--- src/rtl/wh_noc_pkg.sv ---
// Shared flit-type encodings, scheduler state encoding and flit classification helpers
// for the wormhole mesh node.
package wh_noc_pkg;

  localparam int unsigned FLIT_ID_W = 2;

  localparam logic [FLIT_ID_W-1:0] FLIT_BODY   = 2'b00;
  localparam logic [FLIT_ID_W-1:0] FLIT_TAIL   = 2'b01;
  localparam logic [FLIT_ID_W-1:0] FLIT_HEAD   = 2'b10;
  localparam logic [FLIT_ID_W-1:0] FLIT_SINGLE = 2'b11;

  localparam logic [0:0] ST_IDLE   = 1'b0;
  localparam logic [0:0] ST_LOCKED = 1'b1;

  // A SINGLE flit both opens and closes a packet.
  function automatic logic is_head_f(input logic [FLIT_ID_W-1:0] fid);
    return (fid == FLIT_HEAD) || (fid == FLIT_SINGLE);
  endfunction

  function automatic logic is_tail_f(input logic [FLIT_ID_W-1:0] fid);
    return (fid == FLIT_TAIL) || (fid == FLIT_SINGLE);
  endfunction

endpackage

--- src/rtl/wh_rr_arbiter.sv ---
// Combinational rotate-priority picker: first set request scanning ptr+1, ptr+2, ... mod IN_N.
module wh_rr_arbiter #(
  parameter int unsigned IN_N  = 5,
  parameter int unsigned SEL_W = (IN_N > 1) ? $clog2(IN_N) : 1
) (
  input  logic [IN_N-1:0]  req_i,
  input  logic [SEL_W-1:0] ptr_i,
  output logic [SEL_W-1:0] winner_o,
  output logic             any_req_o
);

  logic [SEL_W-1:0] idx;

  // Scan farthest-first so the nearest requester after ptr overwrites the rest.
  always_comb begin
    winner_o  = '0;
    idx       = '0;
    any_req_o = |req_i;
    for (int unsigned off = IN_N; off >= 1; off--) begin
      idx = SEL_W'((32'(ptr_i) + off) % IN_N);
      if (req_i[idx]) winner_o = idx;
    end
  end

endmodule

--- src/rtl/wh_out_chan_scheduler.sv ---
// Per-output-port wormhole scheduler: round-robin grant on HEAD/SINGLE, lock until TAIL/SINGLE.
// Optional sticky stall timeout enabled by defining WH_SCHED_TIMEOUT_EN.
module wh_out_chan_scheduler
  import wh_noc_pkg::*;
#(
  parameter int unsigned IN_N        = 5,
  parameter int unsigned OUT_M       = 5,
  parameter int unsigned FLIT_ID_W   = wh_noc_pkg::FLIT_ID_W,
  parameter int unsigned OUT_CHAN_ID = 0,
  parameter int unsigned TIMEOUT_CYC = 64
) (
  input  logic                                   clk_i,
  input  logic                                   rst_i,
  input  logic [IN_N*((OUT_M > 1) ? $clog2(OUT_M) : 1)-1:0] rtr_res_i,
  input  logic [IN_N-1:0]                        rtr_res_vld_i,
  input  logic [IN_N*FLIT_ID_W-1:0]              flit_id_i,
  input  logic [IN_N-1:0]                        data_vld_i,
  input  logic                                   fwd_rdy_i,
  output logic [((IN_N > 1) ? $clog2(IN_N) : 1)-1:0] sel_o,
  output logic                                   out_vld_o,
  output logic [IN_N-1:0]                        chan_alloc_o,
  output logic                                   busy_o,
  output logic                                   timeout_o
);

  localparam int unsigned RT_W  = (OUT_M > 1) ? $clog2(OUT_M) : 1;
  localparam int unsigned SEL_W = (IN_N > 1) ? $clog2(IN_N) : 1;

  logic [0:0]           state_q, state_d;
  logic [SEL_W-1:0]     ptr_q, ptr_d;
  logic [SEL_W-1:0]     sel_q, sel_d;
  logic [IN_N-1:0]      alloc_q, alloc_d;
  logic                 busy_q, busy_d;

  logic [FLIT_ID_W-1:0] fid [IN_N];
  logic [IN_N-1:0]      req;
  logic [SEL_W-1:0]     winner;
  logic                 any_req;
  logic                 xfer;

  for (genvar g = 0; g < IN_N; g++) begin : g_in
    assign fid[g] = flit_id_i[g*FLIT_ID_W +: FLIT_ID_W];
    assign req[g] = data_vld_i[g] & rtr_res_vld_i[g]
                  & (rtr_res_i[g*RT_W +: RT_W] == RT_W'(OUT_CHAN_ID))
                  & is_head_f(fid[g]);
  end

  wh_rr_arbiter #(
    .IN_N  (IN_N),
    .SEL_W (SEL_W)
  ) u_arb (
    .req_i     (req),
    .ptr_i     (ptr_q),
    .winner_o  (winner),
    .any_req_o (any_req)
  );

  // Transfer is gated off during reset so a dying lock forwards nothing.
  assign xfer      = (state_q == ST_LOCKED) & data_vld_i[sel_q] & fwd_rdy_i & ~rst_i;
  assign out_vld_o = xfer;

  always_comb begin
    state_d = state_q;
    ptr_d   = ptr_q;
    sel_d   = sel_q;
    alloc_d = alloc_q;
    busy_d  = busy_q;
    case (state_q)
      ST_IDLE: begin
        if (any_req) begin
          state_d = ST_LOCKED;
          ptr_d   = winner;
          sel_d   = winner;
          alloc_d = IN_N'(1) << winner;
          busy_d  = 1'b1;
        end
      end
      ST_LOCKED: begin
        if (xfer && is_tail_f(fid[sel_q])) begin
          state_d = ST_IDLE;
          alloc_d = '0;
          busy_d  = 1'b0;
        end
      end
      default: begin
        state_d = ST_IDLE;
        alloc_d = '0;
        busy_d  = 1'b0;
      end
    endcase
  end

  always_ff @(posedge clk_i) begin
    if (rst_i) begin
      state_q <= ST_IDLE;
      ptr_q   <= SEL_W'(IN_N - 1);
      sel_q   <= '0;
      alloc_q <= '0;
      busy_q  <= 1'b0;
    end else begin
      state_q <= state_d;
      ptr_q   <= ptr_d;
      sel_q   <= sel_d;
      alloc_q <= alloc_d;
      busy_q  <= busy_d;
    end
  end

  assign sel_o        = sel_q;
  assign chan_alloc_o = alloc_q;
  assign busy_o       = busy_q;

`ifdef WH_SCHED_TIMEOUT_EN
  localparam int unsigned CNT_W = $clog2(TIMEOUT_CYC + 1);

  logic [CNT_W-1:0] cnt_q, cnt_d;
  logic             to_q, to_d;

  // Counts consecutive stalled locked cycles; saturates, never breaks the lock.
  always_comb begin
    cnt_d = cnt_q;
    to_d  = to_q;
    if ((state_q == ST_LOCKED) && !xfer) begin
      if (cnt_q != CNT_W'(TIMEOUT_CYC)) cnt_d = cnt_q + CNT_W'(1);
      if (cnt_d == CNT_W'(TIMEOUT_CYC)) to_d = 1'b1;
    end else begin
      cnt_d = '0;
    end
  end

  always_ff @(posedge clk_i) begin
    if (rst_i) begin
      cnt_q <= '0;
      to_q  <= 1'b0;
    end else begin
      cnt_q <= cnt_d;
      to_q  <= to_d;
    end
  end

  assign timeout_o = to_q;
`else
  assign timeout_o = 1'b0;
`endif

endmodule
--- config.mk ---
export PLATFORM = sky130hd
export DESIGN_NAME = wh_out_chan_scheduler
export DESIGN_NICKNAME = d
export VERILOG_FILES = /design/src/rtl/wh_noc_pkg.sv /design/src/rtl/wh_rr_arbiter.sv /design/src/rtl/wh_out_chan_scheduler.sv
export SDC_FILE = /design/constraint.sdc
export NUM_CORES = 1
export LEC_CHECK = 0
export ABC_AREA = 0
export CORE_MARGIN = 5
export CORE_UTILIZATION = 53
export CTS_BUF_LIST = sky130_fd_sc_hd__clkbuf_16
export DETAILED_ROUTE_END_ITERATION = 10
export HOLD_SLACK_MARGIN = 0.02
export PLACE_DENSITY = 0.89
export REMOVE_ABC_BUFFERS = 1
export SETUP_SLACK_MARGIN = 0.1
export SYNTH_ARGS = -nofsm -noshare
export SYNTH_HDL_FRONTEND = slang
export SYNTH_SLANG_ARGS = --single-unit
--- constraint.sdc ---
create_clock -name clk_i -period 5.03 [get_ports clk_i]
set_input_delay 1.509 -clock clk_i [delete_from_list [all_inputs] [get_ports clk_i]]
set_output_delay 1.509 -clock clk_i [all_outputs]
set_load 0.01 [all_outputs]
==> impl_metrics.yaml <==
status:
  status: "finished, final reports clean"
sta:
  period_share_pct: 95.2
  fmax_mhz: 209
  final.setup.tns_ps: 0
  rsz0062_at_grt: "false"
  worst_slew_pin_slew_ps: 770
  fin_skew_ps: 2.71
  holdWs_ps: 448
  finalHoldViolations: 0
  setup_viol: 0
  post-route-min-period_ps: 4790
  timing.final.max_slew_violations: 0
  maxSlewHeadroom_pct: 48.2
floorplanning:
  start_util_pct: 55.4
  dieArea_um2: 6110
  rows: 24
  core_area_um2: 4440
  die-width_um: 78.1
  die_h_um: 78.1
  ios: 49
synth:
  synth.top_cells.by_area: "ha_1 14%, dfxtp_1 8.9%, nand2_1 3.8%"
  async_reset_ff_share_pct: 0
  synth_area_leader_cell: "ha_1"
  synth_area_per_cell_um2: 7.32
  ys.warnings.count: 0
  netlist-cell-type-count: 75
  synth.cell_area_um2: 2460
  synth_top_family_by_area: "simple AND/OR/NAND/NOR gates"
  yosysSeqAreaShare_pct: 8.95
  synth_compound_area_share_pct: 29.2
  synth-simple-area-share_pct: 32.2
  yosys.area_share.xor_xnor_pct: 2.85
  synth_flop_cell: "dfxtp_1"
  ys_ff_latch: 11
  post-synth-top-area-fraction_pct: 14.2
  synth.mux.area_fraction_pct: 5.13
  synthCells: 336
  synth_edf_count: 0
  synthAdderAreaFrac_pct: 15.0
place:
  placed_cells: 430
  place.gp.congestion: 0.961
  portBuffers: 47
  place_area_um2: 3000
  dp_hpwl_mm: 5.54
final_layout:
  syn2layout_area_growth_pct: 25.2
  register_area_um2: 220
  fin_nets: 450
  drive_gt1_share_pct: 9.42
  fill_cells: 357
  final_area_um2: 3080
  final_cells: 434
  utilization_pct: 69.3
  final_common_cell: "clkdlybuf4s50_1"
  layout_common_cells: "47 x clkdlybuf4s50_1, 27 x ha_1, 25 x nor2_1, 25 x nand2_1"
  multi_input_area_um2: 2080
  num_antenna_cells: 0
routing:
  drtAntennaViolNets: 0
  wire_per_inst_um: 16.5
  drt_iter0_drc: 226
  vias_per_cell: 6.43
  first_pass_iters: 5
  drc: 0
  routed_wl_mm: 7.16
  via_count: 2789
worst_setup_path:
  cp_top_family: "buffers and inverters"
  crit_slowest_cell: "mux4_2"
  startpoint_type: "primary input"
  cp-end-kind: "primary output"
  critPathMaxFanout: 2
  path_cells: "clkdlybuf4s50_1 -> mux4_2 -> nor2b_1 -> a31oi_1 -> nor3_1 -> clkdlybuf4s50_1"
  max_stage_delay_ps: 480
  crit_arrival_ps: 3280
  critPathRequiredTime_ps: 3520
  path_buf_inv: 2
  cp_common_cell: "clkdlybuf4s50_1"
  path_class: "in2out"
grt:
  grt_pass1_vias: 2601
  grt_max_degree: 39
  antenna_found_initial: 0
  grt_overflow_total: 0
  grt_pass1_wl_mm: 11.8
  grt_use_total_pct: 23.1
clock_network:
  clock_latency_ps: 240
  post_cts_buffers: 0
  clkSinkCount: 11
  clockBufferDepth: 2
  cts_root_buffer: "clkbuf_16"
  tritoncts: "yes"
  htree_levels: 1
  cts_made_buffers: 3
  holdBufCountCts: 0
  path_clk_slew_ps: 40
worst_hold_path:
  hp-class: "reg2reg"
pwr:
  vdd_ir_drop_max_v: 0.000116
  p_leak_nw: 1.23
  power.density_nw_per_um2: 152
job:
  cap_violations: 0
## flip-flops by register name, indices dropped and copies added, names as in the netlist
name          cells
sel_o             1
state_q           1
chan_alloc_o      5
busy_o            1
ptr_q             3
## stage by stage
step           power (mW)  setup WS [ps]
2_1_floorplan       0.243           -382
3_3_place_gp        0.310            263
3_5_place_dp        0.319            221
4_1_cts             0.463            224
5_1_grt             0.496            105
6_report            0.468            241
## path summary, 6_finish.rpt
path | startpoint | end | slack [ps] | depth (start not counted)
worst min-delay path | chan_alloc_o[2]$_SDFFE_PP0P_ | chan_alloc_o[2]$_SDFFE_PP0P_ | 450 | 2
worst min register to register | chan_alloc_o[2]$_SDFFE_PP0P_ | chan_alloc_o[2]$_SDFFE_PP0P_ | 450 | 2
worst max register to register | ptr_q[1]$_SDFFE_PP0P_ | chan_alloc_o[2]$_SDFFE_PP0P_ | 440 | 17
worst max-delay path | data_vld_i[1] | out_vld_o | 240 | 6
## final cells by class
cell class / count / area share (%)
Timing Repair Buffer: 58 / 18.0
Multi-Input combinational cell: 288 / 67.7
Inverter: 21 / 2.56
Clock buffer: 3 / 2.44
Tap cell: 52 / 2.11
Sequential cell: 11 / 7.15
Clock inverter: 1 / 0.122
## layer usage
layer,GRT usage (%),vias up,routed length (µm)
met5,0,-,0
met2,40.6,126,3420
li1,-,1338,-
met4,9.62,0,214
met3,2.63,20,499
met1,28.6,1305,3020
## report_power, final
group / switching (mW) / internal (mW)
logic: 0.120 / 0.108
registers: 0.00265 / 0.0912
clock network: 0.0410 / 0.104
## worst register-to-register path, stage by stage, from the launching register on
cell and delay (ps):
dfxtp_1 340, inv_2 120, ha_1 430, o21ai_0 260, nand2_1 100, xnor2_1 220
ha_1 220, fa_1 190, a21bo_2 240, or4_1 510, nand2_1 150, mux2i_1 110
o211a_1 280, or3_1 410, a311o_1 350, a41oi_2 300, or3b_1 180, o21ai_1 60
## cells in the mapped netlist (2+ instances only)
library cell and instances:
ha_1 28, nand2_1 25, nor2_1 25, a21oi_1 18
inv_1 17, nor3_1 16, o21ai_0 14, nor2b_1 12
dfxtp_1 11, clkbuf_1 10, nand3_1 10, mux2i_1 7
nand2b_1 7, xnor2_1 7, a211oi_1 6, a22oi_1 6
and2_1 6, and3_1 6, a31oi_1 5, and3b_1 5
buf_4 5, o31ai_1 5, inv_2 4, nand3b_1 4
nor4bb_1 4, o21a_1 4, a221o_1 3, nor3b_1 3
o2111ai_1 3, or2_2 3, or3_1 3, or4_1 3
a21boi_0 2, mux4_2 2, nor4_1 2, nor4b_1 2
o21ai_1 2, o31a_1 2, o32ai_1 2, or3b_1 2
## cells by family (layout without fill, tap and decap cells)
family / count (synthesis) / count (layout)
AO/OA/AOI/OAI: 97 / 97
XOR/XNOR: 8 / 8
adder cells (fa/ha/maj): 29 / 29
buffers and inverters: 37 / 83
flip-flops: 11 / 11
multiplexers: 10 / 10
other: 1 / 1
AND/OR/NAND/NOR: 143 / 143
## what timing repair did
action                                  in CTS  in global routing
endpoints found under the setup margin       0                  3
hold endpoints to repair                     0                  0
gates resized for setup                      0                  1
Power figures use the tool's default switching activity.
